$ cat src/rtl/s15850_bist_pkg.sv
// Shared constants for the s15850/g10379 BIST slice: PI bit map, LFSR taps, MISR polynomial, FSM states.
// Optional golden compare in the top is enabled with S15850_BIST_GOLDEN_CMP_EN.
package s15850_bist_pkg;

  localparam int LFSR_W = 19;
  localparam int SIG_W  = 16;

  // Cone primary-input positions within pat_out
  localparam int G30_IDX   = 0;
  localparam int G1741_IDX = 18;
  localparam int PI_COUNT  = G1741_IDX - G30_IDX + 1;

  localparam int LFSR_TAP_A = 18;
  localparam int LFSR_TAP_B = 5;
  localparam int LFSR_TAP_C = 1;
  localparam int LFSR_TAP_D = 0;

  localparam logic [SIG_W-1:0] MISR_POLY = 16'h1021;

  typedef enum logic [1:0] {
    IDLE    = 2'd0,
    APPLY   = 2'd1,
    CAPTURE = 2'd2,
    DONE    = 2'd3
  } bist_state_e;

  function automatic logic [LFSR_W-1:0] lfsr_next(input logic [LFSR_W-1:0] p);
    logic fb;
    fb = p[LFSR_TAP_A] ^ p[LFSR_TAP_B] ^ p[LFSR_TAP_C] ^ p[LFSR_TAP_D];
    return {p[LFSR_W-2:0], fb};
  endfunction

  function automatic logic [SIG_W-1:0] misr_next(input logic [SIG_W-1:0] s, input logic r);
    return {s[SIG_W-2:0], 1'b0} ^ (s[SIG_W-1] ? MISR_POLY : '0) ^ {{(SIG_W-1){1'b0}}, r};
  endfunction

endpackage

$ cat src/rtl/s15850_bist_lfsr.sv
// Pattern LFSR: loads the seed (all-zero seed forced to 1) or advances one step per adv_i.
// Load wins over advance; reset also leaves the substituted seed in the register.
module s15850_bist_lfsr
  import s15850_bist_pkg::*;
#(
  parameter logic [LFSR_W-1:0] SEED = 19'h00001
) (
  input  logic              clk_i,
  input  logic              rst_n_i,
  input  logic              load_i,
  input  logic              adv_i,
  output logic [LFSR_W-1:0] pat_o
);

  localparam logic [LFSR_W-1:0] SEED_EFF = (SEED == '0) ? 19'h00001 : SEED;

  logic [LFSR_W-1:0] lfsr_q;
  logic [LFSR_W-1:0] lfsr_d;

  always_comb begin
    lfsr_d = lfsr_q;
    if (load_i)     lfsr_d = SEED_EFF;
    else if (adv_i) lfsr_d = lfsr_next(lfsr_q);
  end

  always_ff @(posedge clk_i or negedge rst_n_i) begin
    if (!rst_n_i) lfsr_q <= SEED_EFF;
    else          lfsr_q <= lfsr_d;
  end

  assign pat_o = lfsr_q;

endmodule

$ cat src/rtl/s15850_g10379_bist.sv
// BIST wrapper for the g10379 cone: LFSR stimulus, one APPLY + one CAPTURE cycle per vector, MISR signature.
// Define S15850_BIST_GOLDEN_CMP_EN to add the golden-signature comparator and the pass output.
module s15850_g10379_bist
  import s15850_bist_pkg::*;
#(
  parameter logic [LFSR_W-1:0] SEED         = 19'h00001,
  parameter int                NUM_PATTERNS = 1024
`ifdef S15850_BIST_GOLDEN_CMP_EN
  ,
  parameter logic [SIG_W-1:0]  GOLDEN_SIG   = 16'h0000
`endif
) (
  input  logic              CK,
  input  logic              RN,
  input  logic              start,
  output logic [LFSR_W-1:0] pat_out,
  input  logic              resp_in,
  output logic              busy,
  output logic              done,
  output logic [SIG_W-1:0]  signature,
  output logic [15:0]       pat_cnt
`ifdef S15850_BIST_GOLDEN_CMP_EN
  ,
  output logic              pass
`endif
);

  localparam logic [15:0] NP_LAST = 16'(NUM_PATTERNS - 1);
  localparam logic [15:0] NP_MAX  = 16'(NUM_PATTERNS);

  bist_state_e      state_q;
  logic [SIG_W-1:0] sig_q;
  logic [SIG_W-1:0] sig_d;
  logic [15:0]      cnt_q;
  logic [15:0]      cnt_d;
  logic             busy_q;
  logic             done_q;
  logic             start_acc;
  logic             capture;

  assign start_acc = start && ((state_q == IDLE) || (state_q == DONE));
  assign capture   = (state_q == CAPTURE);
  assign sig_d     = misr_next(sig_q, resp_in);
  assign cnt_d     = (cnt_q == NP_MAX) ? cnt_q : cnt_q + 16'd1;

  s15850_bist_lfsr #(
    .SEED (SEED)
  ) u_lfsr (
    .clk_i   (CK),
    .rst_n_i (RN),
    .load_i  (start_acc),
    .adv_i   (capture),
    .pat_o   (pat_out)
  );

`ifdef S15850_BIST_GOLDEN_CMP_EN
  logic pass_q;
  assign pass = pass_q;
`endif

  always_ff @(posedge CK or negedge RN) begin
    if (!RN) begin
      state_q <= IDLE;
      sig_q   <= '0;
      cnt_q   <= '0;
      busy_q  <= 1'b0;
      done_q  <= 1'b0;
`ifdef S15850_BIST_GOLDEN_CMP_EN
      pass_q  <= 1'b0;
`endif
    end else begin
      case (state_q)
        IDLE, DONE: begin
          if (start) begin
            state_q <= APPLY;
            sig_q   <= '0;
            cnt_q   <= '0;
            busy_q  <= 1'b1;
            done_q  <= 1'b0;
`ifdef S15850_BIST_GOLDEN_CMP_EN
            pass_q  <= 1'b0;
`endif
          end
        end
        APPLY: begin
          state_q <= CAPTURE;
        end
        CAPTURE: begin
          sig_q <= sig_d;
          cnt_q <= cnt_d;
          if (cnt_q == NP_LAST) begin
            state_q <= DONE;
            busy_q  <= 1'b0;
            done_q  <= 1'b1;
`ifdef S15850_BIST_GOLDEN_CMP_EN
            pass_q  <= (sig_d == GOLDEN_SIG);
`endif
          end else begin
            state_q <= APPLY;
          end
        end
        default: state_q <= IDLE;
      endcase
    end
  end

  assign signature = sig_q;
  assign pat_cnt   = cnt_q;
  assign busy      = busy_q;
  assign done      = done_q;

endmodule

$ cat config.mk
export PLATFORM = sky130hd
export DESIGN_NAME = s15850_g10379_bist
export DESIGN_NICKNAME = d
export VERILOG_FILES = /design/src/rtl/s15850_bist_pkg.sv /design/src/rtl/s15850_bist_lfsr.sv /design/src/rtl/s15850_g10379_bist.sv
export SDC_FILE = /design/constraint.sdc
export NUM_CORES = 1
export LEC_CHECK = 0
export BUFFER_PORTS_ARGS = -buffer_cell sky130_fd_sc_hd__clkbuf_2
export CAP_MARGIN = 20
export CORE_MARGIN = 2
export CORE_UTILIZATION = 54
export DETAILED_ROUTE_END_ITERATION = 10
export MAX_ROUTING_LAYER = met4
export PLACE_DENSITY = 0.81
export SLEW_MARGIN = 10
export SYNTH_ARGS = -nofsm -noshare
export SYNTH_HDL_FRONTEND = slang
export SYNTH_HIERARCHICAL = 1
export SYNTH_SLANG_ARGS = --single-unit
$ cat constraint.sdc
create_clock -name CK -period 2.6 [get_ports CK]
set_clock_uncertainty 0.2 [all_clocks]
set_input_delay 0.13 -clock CK [delete_from_list [all_inputs] [get_ports CK]]
set_output_delay 0.13 -clock CK [all_outputs]
set_load 0.01 [all_outputs]
==> results.rst, run 1 <==
.. list-table::
   :header-rows: 1

   * - Metric
     - Value
   * - Result of the run
     - finished, final reports clean
   * - Die height
     - 73.5 um
   * - Total area of multi-input combinational cells
     - 0.00113 mm2
   * - Length of the first detailed-routing pass in iterations
     - 4
   * - Most frequent cell after synthesis
     - sky130_fd_sc_hd__dfrtp_1
   * - Placement Rows
     - 25
   * - Dominant register cell in the synthesized netlist
     - sky130_fd_sc_hd__dfrtp_1
   * - Critical path class
     - register to register
   * - Die extent in x
     - 73.5 um
   * - Design area
     - 0.00308 mm2
   * - Proportion of layout cells with a drive suffix above 1
     - 0.249
   * - Growth of design area from synthesis to finish
     - 17.8%
   * - Fin util
     - 0.655
   * - Distinct cell type count of the synthesized netlist
     - 43
   * - Synthesized flop and latch total
     - 55
   * - Final estimated routing congestion in global placement
     - 0.885
   * - Vias in the first global route
     - 1901
   * - Remaining antenna violation count after routing
     - 0
   * - Count of flip-flops with a built-in enable after synthesis
     - 0
   * - Aggregate negative setup slack
     - 0 ps
   * - Antenna diode count
     - 0
   * - First-pass GRT wire length
     - 9110 um
   * - Max Root-Sink Buffers
     - 2
   * - Maximum frequency from static timing analysis
     - 426 MHz
   * - Number of placed I/O pins
     - 57
   * - Worst-case headroom to the max-slew limit
     - 0.569
   * - Pwr per Cell Area
     - 526 mW/mm2
   * - Estimated wirelength of the detail-placed design
     - 3700 um
   * - Total wire length after detailed routing
     - 5460 um
   * - Total CTS buffers
     - 5
   * - Post-synthesis sequential area ratio
     - 0.528
   * - GRT Resource Usage Total
     - 0.224
   * - Final nets
     - 313
   * - CP endpoint kind
     - register
   * - Netlist area before placement
     - 0.00261 mm2
   * - Cell Count, Final, Fillers Out
     - 359
   * - Worst skew pair latency
     - 300 ps
   * - Number of hold-slack violations in the final timing report
     - 0
   * - Clock root cell
     - sky130_fd_sc_hd__clkbuf_8
   * - Post-CTS setup buffers
     - 0
   * - Final Slew Violations
     - 0
   * - Initial antenna violation count
     - 0
   * - Starting DRT DRC Count
     - 138
   * - RSZ-0062 raised after global routing
     - no
   * - Average detailed-routed wire length per instance
     - 15.2 um
   * - Yosys warning total
     - 6
   * - Total of fill cells in the finished design
     - 385
   * - Core Box Area
     - 0.00469 mm2
   * - Routed vias
     - 2044
   * - Power after layout
     - 0.00162 W
   * - Clk sinks
     - 55
   * - Number of cells produced by synthesis
     - 244
   * - Leakage power total
     - 1.59 nW
   * - Top post-synthesis cells by count
     - sky130_fd_sc_hd__dfrtp_1, sky130_fd_sc_hd__nor2_1, sky130_fd_sc_hd__nand2_1
   * - Deepest level of the CTS H-tree
     - 2
   * - Gr ovfl total
     - 0
   * - Clock tree from TritonCTS
     - done
   * - Remaining design rule violation count
     - 0
   * - Tmin final
     - 2350 ps
   * - Share of async-settable or async-resettable flops after synthesis
     - 1.00
   * - Number of max-cap violations
     - 0
   * - Area used by sequential logic in the layout
     - 0.00138 mm2
   * - Largest cells by area after synthesis
     - sky130_fd_sc_hd__dfrtp_1, sky130_fd_sc_hd__mux2i_1, sky130_fd_sc_hd__a22o_1, sky130_fd_sc_hd__nor2_1, sky130_fd_sc_hd__nand2_1
   * - Net count of the mapped netlist
     - 253
   * - Startpoint type of the worst setup path
     - register
   * - Avg Cell Area, Syn
     - 10.7 um2
   * - Worst-case vdd ir drop
     - 0.346 mV
   * - Vias per inst
     - 5.69
   * - Effective utilization at floorplan
     - 0.556
   * - Arrival time at the worst endpoint
     - 2340 ps
   * - DIE AREA
     - 0.00541 mm2
   * - Worst path required time
     - 2590 ps
   * - Register clock-pin slew on the reported worst setup and hold paths
     - 100 ps
   * - Library cell occupying the most area in the post-synthesis netlist
     - sky130_fd_sc_hd__dfrtp_1
   * - Share of Yosys cell area claimed by the top area cell type
     - 0.518
   * - Highest net fanout along the worst path
     - 25
   * - Final period utilization
     - 0.904
   * - # port buffers
     - 56
   * - Final setup viols
     - 0
   * - DP Area
     - 0.00293 mm2
   * - Largest net degree at the start of global routing
     - 28
   * - Transition time of the tightest slew-check pin
     - 646 ps
   * - Hold Path Class
     - input pin to async pin
   * - Count of placed standard cells including taps
     - 347
[layout by cell type (no fill, tap or decap), types with 2 or more instances in the layout]
cell                            instances
sky130_fd_sc_hd__clkbuf_2              56
sky130_fd_sc_hd__dfrtp_1               54
sky130_fd_sc_hd__nor2_1                27
sky130_fd_sc_hd__nand2_1               26
sky130_fd_sc_hd__mux2i_1               19
sky130_fd_sc_hd__a22o_1                16
sky130_fd_sc_hd__nand3_1               12
sky130_fd_sc_hd__inv_1                  8
sky130_fd_sc_hd__o21ai_0                6
sky130_fd_sc_hd__clkbuf_8               5
sky130_fd_sc_hd__buf_4                  5
sky130_fd_sc_hd__and2_1                 4
sky130_fd_sc_hd__and3_1                 4
sky130_fd_sc_hd__or4_1                  4
sky130_fd_sc_hd__nor3_1                 4
sky130_fd_sc_hd__nand3b_1               4
sky130_fd_sc_hd__o221ai_1               4
sky130_fd_sc_hd__ha_1                   4
sky130_fd_sc_hd__dlygate4sd3_1          4
sky130_fd_sc_hd__xnor2_1                3
sky130_fd_sc_hd__o31ai_1                3
sky130_fd_sc_hd__nor4_1                 3
sky130_fd_sc_hd__o21ai_1                2
sky130_fd_sc_hd__nand4_1                2
sky130_fd_sc_hd__or3_1                  2
sky130_fd_sc_hd__nor2_2                 2
sky130_fd_sc_hd__a21oi_1                2
sky130_fd_sc_hd__a21o_1                 2
[logic make-up (layout without fill, tap and decap cells)]
| family | after synthesis | after routing | share of synthesized area |
|---|---|---|---|
| simple gates | 98 | 98 | 0.184 |
| mux | 21 | 21 | 0.0829 |
| buf+inv | 20 | 81 | 0.0393 |
| xor+xnor | 4 | 4 | 0.0187 |
| flops | 55 | 55 | 0.528 |
| compound gates | 41 | 41 | 0.123 |
| fa+ha+maj | 5 | 5 | 0.0240 |
[registers in the layout, indices dropped and copies added, names as in the netlist]
register      count
busy              1
signature        16
done              1
pat_cnt          16
u_lfsr/pat_o     19
state_q           2
[through the flow]
stage | hold WS, ps | setup WS (ps)
final | 131 | 250
after floorplan | -366 | 435
after detailed placement | -233 | 302
after global placement | -236 | 366
after global routing | 139 | 149
after CTS | 122 | 250
[worst max-delay path, cell delays in order (launching register included)]
cell and delay [ps]:
sky130_fd_sc_hd__dfrtp_1 430, sky130_fd_sc_hd__inv_1 80, sky130_fd_sc_hd__ha_2 170, sky130_fd_sc_hd__or4b_1 490, sky130_fd_sc_hd__nor3_2 150, sky130_fd_sc_hd__a31o_4 360
sky130_fd_sc_hd__nor4_1 90, sky130_fd_sc_hd__a311o_1 270
[area by class of cell]
cell class	instances	area share
Clock buffer	6	0.0236
Clock inverter	2	0.0122
Inverter	8	0.00976
Multi-Input combinational cell	169	0.368
Sequential cell	55	0.448
Tap cell	54	0.0220
Timing Repair Buffer	65	0.116
[layer usage]
layer | wire (um) | up-vias | global-route usage
met2 | 2730 | 38 | 0.364
met3 | 183 | 5 | 0.0412
li1 | - | 996 | -
met4 | 48 | 0 | 0.0586
met1 | 2500 | 1005 | 0.291
met5 | 0 | - | -
[report_power, final]
part | switching [W] | internal, W | total (W)
registers | 0.0000357 | 0.000894 | 0.000929
clock network | 0.000270 | 0.000288 | 0.000558
logic | 0.0000655 | 0.0000656 | 0.000131
total | 0.000372 | 0.00125 | 0.00162
[timing repair]
action | in CTS | in global routing
hold endpoints to repair | 58 | 0
resized for setup | 0 | 0
hold buffers | 4 | 0
[worst paths after layout]
path	to	slack [ps]	start	cells past startpoint
max reg2reg	pat_cnt[13]	250	state_q[0]	7
max	pat_cnt[13]	250	state_q[0]	7
min	u_lfsr/pat_o[0]	130	RN	2
max in group asynchronous	u_lfsr/pat_o[15]	1420	RN	3
min reg2reg	signature[5]	320	signature[5]	2
min in group CK	signature[5]	320	signature[5]	2
No activity file was read; power rests on OpenSTA's default activity.
==> run 2: changes to the inputs <==
- MAX_ROUTING_LAYER: met4 -> default
- REMOVE_ABC_BUFFERS: default -> 1
==> results.rst, run 2 (same netlist as run 1, synthesis figures left out) <==
.. list-table::
   :header-rows: 1

   * - Metric
     - Value
   * - Result of the run
     - finished, final reports clean
   * - Worst skew pair latency
     - 320 ps
   * - CP endpoint kind
     - register
   * - Number of buffer and inverter instances along the worst setup path
     - 1
   * - Clock network fraction of total power
     - 0.357
   * - Length of the first detailed-routing pass in iterations
     - 4
   * - Deepest level of the CTS H-tree
     - 2
   * - Final nets
     - 312
   * - Hold Path Class
     - input pin to async pin
   * - Setup slack at placement
     - 256 ps
   * - Effective utilization at floorplan
     - 0.556
   * - Met1 usage
     - 0.259
   * - Gr ovfl total
     - 0
   * - Final Slew Violations
     - 0
   * - Worst path required time
     - 2600 ps
   * - Logic pwr share
     - 0.079
   * - Number of placed I/O pins
     - 57
   * - Starting DRT DRC Count
     - 143
   * - Critical register-to-register path endpoint
     - pat_cnt[13]
   * - DP Area
     - 0.00293 mm2
   * - RSZ-0062 raised after global routing
     - no
   * - Remaining design rule violation count
     - 0
   * - Critical path's top delay family
     - simple AND/OR/NAND/NOR gates
   * - Largest net degree at the start of global routing
     - 33
   * - Clk sinks
     - 55
   * - Placement Rows
     - 25
   * - Clock tree from TritonCTS
     - done
   * - Die height
     - 73.5 um
   * - Final setup viols
     - 0
   * - Total internal power
     - 0.00127 W
   * - DIE AREA
     - 0.00541 mm2
   * - Arrival time at the worst endpoint
     - 2350 ps
   * - Leakage power total
     - 1.59 nW
   * - Worst-case vdd ir drop
     - 0.268 mV
   * - Total wire length after detailed routing
     - 5220 um
   * - Design area
     - 0.00308 mm2
   * - Proportion of layout cells with a drive suffix above 1
     - 0.257
   * - Number of flip-flops under the largest register name
     - 19
   * - Maximum frequency from static timing analysis
     - 425 MHz
   * - Tmin final
     - 2350 ps
   * - Final period utilization
     - 0.906
   * - Commonest cells after routing, fill and taps aside
     - sky130_fd_sc_hd__clkbuf_2, sky130_fd_sc_hd__dfrtp_1, sky130_fd_sc_hd__nor2_1
   * - Worst stage delay on the critical path
     - 480 ps
   * - Cells along the critical path
     - inv_1 -> ha_2 -> or4b_1 -> nor3_2 -> a31o_4 -> nor4_1 -> a311o_1
   * - Die extent in x
     - 73.5 um
   * - Global route hottest layer
     - met2
   * - Growth of design area from synthesis to finish
     - 17.9%
   * - Core Box Area
     - 0.00469 mm2
   * - Number of hold-slack violations in the final timing report
     - 0
   * - Transition time of the tightest slew-check pin
     - 777 ps
   * - Critical path class
     - register to register
   * - Pwr per Cell Area
     - 536 mW/mm2
   * - Estimated wirelength of the detail-placed design
     - 3660 um
   * - Final estimated routing congestion in global placement
     - 0.809
   * - GRT Resource Usage Total
     - 0.207
   * - Average detailed-routed wire length per instance
     - 14.6 um
   * - Worst r2r path cells
     - 7
   * - # port buffers
     - 56
   * - Total CTS buffers
     - 5
   * - Max Root-Sink Buffers
     - 2
   * - Met3 usage in global routing
     - 0.0658
   * - Sequential share of power
     - 0.563
   * - Number of max-cap violations
     - 0
   * - Worst-case headroom to the max-slew limit
     - 0.482
   * - Highest net fanout along the worst path
     - 25
   * - Critical Path Slowest Stage Cell
     - sky130_fd_sc_hd__or4b_1
   * - Global-route track usage on met2
     - 0.341
   * - Net switching fraction of the power
     - 0.229
   * - Routed vias
     - 2054
   * - Switching Power
     - 0.000378 W
   * - Reg-to-reg setup timing slack
     - 250 ps
   * - Remaining antenna violation count after routing
     - 0
   * - Most common cell after layout, fill and taps aside
     - sky130_fd_sc_hd__clkbuf_2
   * - Post-route worst setup slack
     - 245 ps
   * - Register clock-pin slew on the reported worst setup and hold paths
     - 100 ps
   * - Initial antenna violation count
     - 0
   * - Vias per inst
     - 5.74
   * - Start point of the critical path
     - state_q[0]
   * - First-pass GRT wire length
     - 8630 um
   * - Clock root cell
     - sky130_fd_sc_hd__clkbuf_8
   * - Vias in the first global route
     - 1921
   * - Antenna diode count
     - 0
   * - Worst R2R Start
     - state_q[0]
   * - Startpoint type of the worst setup path
     - register
## run 2: worst max path at each step
stage / to / cells after the start / slack, ps
finish: pat_cnt[13] / 7 / 250
global route: pat_cnt[13] / 7 / 140
CTS: pat_cnt[13] / 7 / 250
detailed placement: pat_cnt[13] / 7 / 260
global placement: pat_cnt[13] / 7 / 380
floorplan: pat_cnt[11] / 6 / -950
## run 2: per-stage QoR
| stage | hold WS, ps | instances | total power [W] | setup TNS, ps | utilization |
|---|---|---|---|---|---|
| floorplan | -366 | 232 | 0.00100 | -18560 | - |
| global placement | 47.2 | 347 | 0.00107 | 0 | 0.624 |
| detailed placement | 48.2 | 347 | 0.00108 | 0 | 0.624 |
| CTS | 257 | 358 | 0.00166 | 0 | 0.656 |
| global route | 314 | 358 | 0.00171 | 0 | 0.656 |
| finish | 212 | 358 | 0.00165 | 0 | 0.656 |
## run 2: final cells by class
class | count | area (um2)
Fill cell | 387 | 1620
Sequential cell | 55 | 1380
Multi-Input combinational cell | 169 | 1140
Timing Repair Buffer | 64 | 348
Clock buffer | 6 | 82.6
Tap cell | 54 | 67.6
Clock inverter | 2 | 35.0
Inverter | 8 | 30.0
## run 2: timing repair
item	in CTS	in global routing
resized for setup	0	0
hold endpoints to repair	33	0
buffers inserted	0	0
hold buffers	3	0
## run 2: routing by layer
metal	routed length [um]	up-vias	share of wire
li1	-	988	-
met1	2420	1001	0.46
met2	2400	59	0.46
met3	337	6	0.065
met4	65	0	0.012
met5	0	-	0
## run 2: worst register-to-register path: stages (launching register included)
cell and delay [ps]:
sky130_fd_sc_hd__dfrtp_1 420, sky130_fd_sc_hd__inv_1 80, sky130_fd_sc_hd__ha_2 170, sky130_fd_sc_hd__or4b_1 480
sky130_fd_sc_hd__nor3_2 170, sky130_fd_sc_hd__a31o_4 350, sky130_fd_sc_hd__nor4_1 100, sky130_fd_sc_hd__a311o_1 280
## run 2: power by group through the flow
stage	clock network (W)	logic (W)	registers, W
after floorplan	0	0.0000426	0.000958
after global placement	0	0.000125	0.000945
after detailed placement	0	0.000130	0.000946
after CTS	0.000597	0.000134	0.000929
after global routing	0.000633	0.000147	0.000934
final	0.000589	0.000131	0.000928
